`src/rtl/paolaunisa_top0.sv`:
```
// Leaky integrate-and-fire neuron in a Tiny Tapeout user tile.
// Define PAOLA_SPIKE_CNT_EN to add an 8-bit spike counter selectable onto uo_out.
module paolaunisa_top0 #(
   parameter logic [7:0] DEF_THRESH = 8'd128,
   parameter logic [2:0] DEF_LEAK   = 3'd2,
   parameter logic [7:0] DEF_REFRAC = 8'd2
) (
   input  logic       clk,
   input  logic       rst_n,
   input  logic       ena,
   input  logic [7:0] ui_in,
   input  logic [7:0] uio_in,
   output logic [7:0] uo_out,
   output logic [7:0] uio_out,
   output logic [7:0] uio_oe
);

   logic [7:0] r_v;
   logic [7:0] r_thresh;
   logic [7:0] r_refrac;
   logic [7:0] r_rcnt;
   logic [2:0] r_leak;
   logic       r_spike;

   logic       w_cfg_we;
   logic [1:0] w_cfg_addr;
   logic [7:0] w_leak_term;
   logic [8:0] w_sum;
   logic [7:0] w_vn;
   logic       w_fire;
   logic       w_soft_clr;
   logic       w_spike_evt;
   logic       w_unused;

   function automatic logic [7:0] sat_u8(input logic [8:0] x);
      return x[8] ? 8'hFF : x[7:0];
   endfunction

   assign w_cfg_we    = uio_in[7];
   assign w_cfg_addr  = uio_in[1:0];
   assign w_unused    = ^uio_in[6:2];

   // V - (V >> leak) never underflows, so 9 bits hold the full sum of up to 510
   assign w_leak_term = (r_leak == 3'd0) ? 8'd0 : (r_v >> r_leak);
   assign w_sum       = {1'b0, r_v} - {1'b0, w_leak_term} + {1'b0, ui_in};
   assign w_vn        = sat_u8(w_sum);
   assign w_fire      = (w_vn >= r_thresh);

   assign w_soft_clr  = ena & w_cfg_we & (w_cfg_addr == 2'd3);
   assign w_spike_evt = ena & ~w_cfg_we & (r_rcnt == 8'd0) & w_fire;

   always_ff @(posedge clk) begin
      if (!rst_n) begin
         r_v      <= 8'd0;
         r_spike  <= 1'b0;
         r_rcnt   <= 8'd0;
         r_thresh <= DEF_THRESH;
         r_leak   <= DEF_LEAK;
         r_refrac <= DEF_REFRAC;
      end else if (ena) begin
         if (w_cfg_we) begin
            r_spike <= 1'b0;
            case (w_cfg_addr)
               2'd0:    r_thresh <= ui_in;
               2'd1:    r_leak   <= ui_in[2:0];
               2'd2:    r_refrac <= ui_in;
               default: begin
                  r_v    <= 8'd0;
                  r_rcnt <= 8'd0;
               end
            endcase
         end else if (r_rcnt != 8'd0) begin
            r_rcnt  <= r_rcnt - 8'd1;
            r_v     <= 8'd0;
            r_spike <= 1'b0;
         end else if (w_fire) begin
            r_spike <= 1'b1;
            r_v     <= 8'd0;
            r_rcnt  <= r_refrac;
         end else begin
            r_spike <= 1'b0;
            r_v     <= w_vn;
         end
      end
   end

`ifdef PAOLA_SPIKE_CNT_EN
   logic [7:0] r_scnt;
   logic       r_sel;

   always_ff @(posedge clk) begin
      if (!rst_n) begin
         r_scnt <= 8'd0;
         r_sel  <= 1'b0;
      end else if (ena) begin
         r_sel <= uio_in[6];
         if (w_soft_clr)
            r_scnt <= 8'd0;
         else if (w_spike_evt)
            r_scnt <= r_scnt + 8'd1;
      end
   end

   assign uo_out = r_sel ? r_scnt : r_v;
`else
   logic w_unused_evt;
   assign w_unused_evt = w_soft_clr ^ w_spike_evt;
   assign uo_out = r_v;
`endif

   assign uio_out = {4'b0000, (r_rcnt != 8'd0), r_spike, 2'b00};
   assign uio_oe  = 8'h3C;

endmodule

```
`config.mk`:
```
export PLATFORM = sky130hd
export DESIGN_NAME = paolaunisa_top0
export DESIGN_NICKNAME = d
export VERILOG_FILES = /design/src/rtl/paolaunisa_top0.sv
export SDC_FILE = /design/constraint.sdc
export NUM_CORES = 1
export LEC_CHECK = 0
export BUFFER_PORTS_ARGS = -buffer_cell sky130_fd_sc_hd__buf_2
export CORE_MARGIN = 3
export CORE_UTILIZATION = 40
export CTS_CLUSTER_SIZE = 28
export DETAILED_ROUTE_END_ITERATION = 10
export SLEW_MARGIN = 20
export SYNTH_ARGS = -nofsm -noshare
export SYNTH_HDL_FRONTEND = slang
export SYNTH_SLANG_ARGS = --single-unit
```
`constraint.sdc`:
```
create_clock -name clk -period 5.3 [get_ports clk]
set_input_delay 0.265 -clock clk [delete_from_list [all_inputs] [get_ports clk]]
set_output_delay 0.265 -clock clk [all_outputs]
set_load 0.02 [all_outputs]
```
# Word level (Yosys, flattened, before mapping)
# Index checks and enable logic that the tools add are counted.
dict set report op_classes {
  addsub 3
  mul 0
  div 0
  n_lt_le_gt_ge 1
  eq_ne 3
  shifts 1
  n_mux 12
  bitwise_logic 0
  n_reduce_logical 10
}
# op n
set op_table {}
lappend op_table {{$mux W8} 9}
lappend op_table {{$reduce_and A3 Y1} 4}
lappend op_table {{$add A9 B8 Y9} 1}
lappend op_table {{$sub A8 B8 Y9} 1}
lappend op_table {{$ge A8 B8 Y1} 1}
lappend op_table {{$reduce_bool A8 Y1} 1}
lappend op_table {{$shr A8 B3 Y8} 1}
lappend op_table {{$sub A8 B1 Y8 const B} 1}
lappend op_table {{$logic_not A3 Y1} 1}
lappend op_table {{$mux W1} 3}
lappend op_table {{$reduce_bool A3 Y1} 1}
lappend op_table {{$reduce_or A3 Y1} 1}
lappend op_table {{$eq A2 B1 Y1 const B} 1}
lappend op_table {{$eq A2 B2 Y1 const B} 1}
lappend op_table {{$logic_not A2 Y1} 1}
lappend op_table {{$ne A2 B2 Y1 const B} 1}
lappend op_table {{$reduce_and A2 Y1} 1}
dict set report word_totals {
  ff_bits 36
  latch_bits 0
  ram_bits 0
  romBits 0
  inputBits 19
  output_inout_bits 24
  elab_cells 36
  memories 0
}

# Depth between registers and ports, before layout
dict set report depth {
  depth_word 9
  depth_mapped 23
  depth_no_buf 22
}

# Worst setup path before layout
# Ideal clock, no wire load.
dict set report synth_timing {
  path_type {reg2reg}
  start {reg r_leak[0]}
  end {reg r_rcnt[5]}
  setup_time_ps 119
  arrival_ps 4593
  t_required_ps 5181
  path_slack_ps 589
  path_stages_with_launch 19
  n_path_buf 2
  synth_period_minus_slack_ps 4711
  cell_sequence {dfxtp_1 -> clkbuf_1 -> mux4_2 -> nor3b_1 -> fa_1 -> inv_1 -> ha_1 -> clkbuf_1 -> a21o_1 -> nand2_1 -> o211ai_1 -> o211ai_1 -> a21oi_1 -> ha_1 -> o21ai_0 -> a21oi_1 -> o41ai_1 -> a221oi_1 -> o221a_2}
}
dict set report synth_via {
  elab_chain_cells 8
  elab_cells_between_ends 9
  classes_between {add/sub (2); order compare (1); shift (1); mux (2); reduce/logical (3)}
}
# item line_no
set synth_lines {}
lappend synth_lines {{from (decl)} 22} ;# logic [2:0] r_leak;
lappend synth_lines {{from (signal assigned)} 65} ;# 2'd1: r_leak <= ui_in[2:0];
lappend synth_lines {{$shr A8 B3 Y8 / $logic_not A3 Y1 (equally long branches)} 44} ;# assign w_leak_term = (r_leak == 3'd0) ? 8'd0 : (r_v >> r_leak);
lappend synth_lines {{$mux W8 *} 44}
lappend synth_lines {{$sub A8 B8 Y9 *} 45} ;# assign w_sum = {1'b0, r_v} - {1'b0, w_leak_term} + {1'b0, ui_in};
lappend synth_lines {{$add A9 B8 Y9 *} 45}
lappend synth_lines {{$mux W8 *} 36} ;# return x[8] ? 8'hFF : x[7:0];
lappend synth_lines {{$ge A8 B8 Y1 *} 47} ;# assign w_fire = (w_vn >= r_thresh);
lappend synth_lines {{$reduce_bool A3 Y1 (no line) *} --}
lappend synth_lines {{$reduce_and A3 Y1 (no line) *} --}
lappend synth_lines {{to (signal assigned)} 73} ;# r_rcnt <= r_rcnt - 8'd1;
lappend synth_lines {{to (signal assigned)} 79} ;# r_rcnt <= r_refrac;
lappend synth_lines {{to (decl)} 21} ;# logic [7:0] r_rcnt;
# Every way passes the cells marked *; elsewhere a longest branch is shown, timed or not.
# A chain may end at the register's enable or synchronous reset.

# Final worst setup path
dict set report layout_timing {
  start {reg r_leak[1]}
  end {reg r_v[0] (netlist: uo_out[0])}
}
dict set report layout_via {
  elab_chain_cells 9
  elab_cells_between_ends 10
  classes_between {add/sub (2); order compare (1); shift (1); mux (5); reduce/logical (1)}
}
# item line_no
set layout_lines {}
lappend layout_lines {{$shr A8 B3 Y8 / $logic_not A3 Y1 (equally long branches)} 44}
lappend layout_lines {{$mux W8 *} 44}
lappend layout_lines {{$sub A8 B8 Y9 *} 45}
lappend layout_lines {{$add A9 B8 Y9 *} 45}
lappend layout_lines {{$mux W8 *} 36}
lappend layout_lines {{$ge A8 B8 Y1} 47}
lappend layout_lines {{$mux W8 *} 76} ;# end else if (w_fire) begin
lappend layout_lines {{$mux W8 *} 72} ;# end else if (r_rcnt != 8'd0) begin
lappend layout_lines {{$mux W8 *} 61} ;# if (w_cfg_we) begin
lappend layout_lines {{to (signal assigned)} 82} ;# r_v <= w_vn;
lappend layout_lines {{to (decl)} 18} ;# logic [7:0] r_v;
# Marks and branches as above.

==> results.cfg <==
[status]
status = completed

[drt]
route.detailed.drc = 0
antenna_violating_nets_post_route = 0
wl_per_cell_um = 14.38
wirelength_mm = 6.502
dr.first_iter.drc_count = 120
viasPerCell = 5.327
num_vias = 2408
firstDrtPassIters = 4

[pwr]
switchingPower_mw = 0.9553
p_per_area_nw_per_um2 = 661.1
pwr-share-seq_pct = 19.3
pwr-share-comb_pct = 68.5
ir_drop_v = 0.0002367
leakage_nw = 1.227
swShare_pct = 48.26
pwr-share-clk_pct = 12.3
p_int_mw = 1.024

[cts]
clk_pin_slew_ns = 0.08
clock_path_buffers = 2
h-tree-depth = 2
clk_latency_ns = 0.29
cts.sinks = 36
cts_inserted_buffers = 5
holdBufCountCts = 0
cts_tree = yes
clock-root-buffer = clkbuf_8

[critical_path]
cp_max_fo = 14
timing.critical_path.arrival_ns = 5.16
worstSetupStartpointType = flop
cp-end-kind = flop
critPathKind = flop to flop
critPathRequiredTime_ns = 5.51

[die]
die_area_um2 = 7936
dieWidth_um = 89.09
coreArea_um2 = 6531
die_y_um = 89.09
start_util_pct = 42.28
rows = 29
io-pin-count = 43

[sta]
hold_viol_final = 0
layout_min_cycle_time_ns = 4.947
worstMarginPinSlew_ns = 1.012
clock_skew_ns = 0.01148
setup_violations = 0
report.final.slew_viol_count = 0
rsz0062_at_grt = false
slew_headroom_pct = 32.01
fin_crit_sh_pct = 93.34
finalSetupTns_ns = 0
fmax_ghz = 0.2021

[logic_synthesis]
ys.flop_type = dfxtp_1
async_flop_share_pct = 0
synth_cell_types = 52
synth_area_leader_cell = dfxtp_1
yosys_register_bits = 36
synth_edf_count = 0
avgSynthCellArea_um2 = 7.713
syn_area_um2 = 2761
synth.top_cell.area_share_pct = 26.10
yosysSeqAreaShare_pct = 26.10
synth_area_leaders = dfxtp_1 (26%), ha_1 (8.6%), nand2_1 (8.3%), inv_1 (6.1%), a21boi_0 (5.7%)
ys_warn_count = 0
netlist_instances = 358

[finish]
diodes = 0
fin_nets = 419
final_area_um2 = 2994
syn2layout_area_growth_pct = 8.428
fillers = 669
layout-drive-gt1-share_pct = 12.00

[flow_run]
max_cap_violations = 0

[placed_design]
place_area_um2 = 2859
io_buffers = 23
dp_hpwl_mm = 5.018
gp_congestion = 0.7942

[grt]
track_usage_pct = 17.48
grt_pass1_vias = 2179
antenna_found_initial = 0
grt_max_degree = 40
overflow = 0
grt_pass1_wl_mm = 10.82

[min_path]
hold_class = input pin to flop
[per-layer routing]
layer  share of wire (%)  GRT usage [%]  up-vias
met5                   0              0        -
met3                 3.4          3.041        4
met2                  46          27.33       43
met4                0.48          3.248        0
li1                    -              -     1229
met1                  50          25.45     1132
[cells by family after synthesis]
logic type / share of synthesized area (%)
compound gates: 22.61
other cells: 0.2720
buf+inv: 12.28
mux: 3.081
simple gates: 19.76
fa+ha+maj: 13.68
xor+xnor: 2.220
flops: 26.10
[synth_stat cells (2+ instances only)]
cell type / n
a21boi_0: 21
a21o_1: 4
a21oi_1: 10
a221oi_1: 3
a22oi_1: 2
a31oi_1: 2
a32o_1: 2
buf_4: 15
clkbuf_1: 13
conb_1: 2
dfxtp_1: 36
fa_1: 7
ha_1: 19
inv_1: 45
mux2_2: 2
mux2i_1: 4
nand2_1: 61
nand2b_1: 3
nand3_1: 12
nand3b_1: 2
nor2_1: 13
nor2b_1: 5
nor3_1: 7
nor3b_1: 3
o2111ai_1: 2
o211ai_1: 10
o21ai_0: 20
o22ai_1: 2
o41ai_1: 2
or3_1: 2
xnor2_1: 4
xor2_1: 3
[worst max-delay path, stage by stage, from the launching register on]
cell and delay [ns]:
dfxtp_2 0.46, nor2b_1 0.33, a221oi_1 0.15, a31oi_1 0.21, fa_1 0.50, fa_1 0.48
nor2b_1 0.17, o21ai_0 0.13, o211ai_1 0.28, o211ai_1 0.14, buf_4 0.18, a21boi_0 0.28
inv_1 0.08, ha_1 0.19, a211o_1 0.31, o41ai_1 0.33, buf_4 0.20, nand4_1 0.10
buf_4 0.21, o21ai_0 0.16
[path summary, 6_finish.rpt]
kind | from | to | slack, ns | cells past startpoint
worst max register to register | r_leak[1] | uo_out[0] | 0.35 | 19
worst min-delay path | ui_in[3] | r_thresh[3] | 0.25 | 3
worst max-delay path | r_leak[1] | uo_out[0] | 0.35 | 19
worst min register to register | r_thresh[6] | r_thresh[6] | 0.47 | 2
[stage by stage]
step	setup slack, ns	total power [mW]	util, %	hold WS [ns]	cells
finish	0.3527	1.979	45.84	0.2502	452
global route	0.004037	2.180	45.84	0.2744	452
CTS	0.09160	1.968	45.48	0.2537	450
detailed placement	0.1336	1.718	43.77	0.4615	442
global placement	0.1205	1.697	43.77	0.4538	442
floorplan	0.5885	1.397	-	0.4036	370
[layout by cell type (no fill, tap or decap), types with 9 or more instances in the layout]
cell and n:
a21boi_0 20, a21oi_1 9, buf_2 23, conb_1 14
dfxtp_1 34, ha_1 19, inv_1 45, nand2_1 61
nand3_1 12, nor2_1 13, o211ai_1 10, o21ai_0 17
[registers in the layout (all words and copies together) (netlist names)]
name and cells:
r_rcnt 8, r_refrac 8, r_thresh 8, uo_out 8, r_leak 3, r_spike 1
[power by group through the flow]
stage,logic [mW],clock network [mW],registers [mW]
6_report,1.36,0.243,0.382
4_1_cts,1.34,0.247,0.383
5_1_grt,1.53,0.261,0.391
2_1_floorplan,0.998,0,0.399
3_3_place_gp,1.31,0,0.388
3_5_place_dp,1.33,0,0.389
[timing repair]
item                       CTS  global route
gates resized for setup      0             8
setup endpoints to repair    0            17
setup buffers                0             2
[layout make-up]
cell class	count	area [um^2]	share of cell area [%]
multi-input combinational	259	1750	58.46
sequential	36	725.7	24.24
clock buffer	5	68.82	2.298
clock inverter	3	42.54	1.421
tap	77	96.34	3.218
timing repair buffer	26	137.6	4.597
inverter	46	172.7	5.767
No activity file was read; power rests on OpenSTA's default activity.
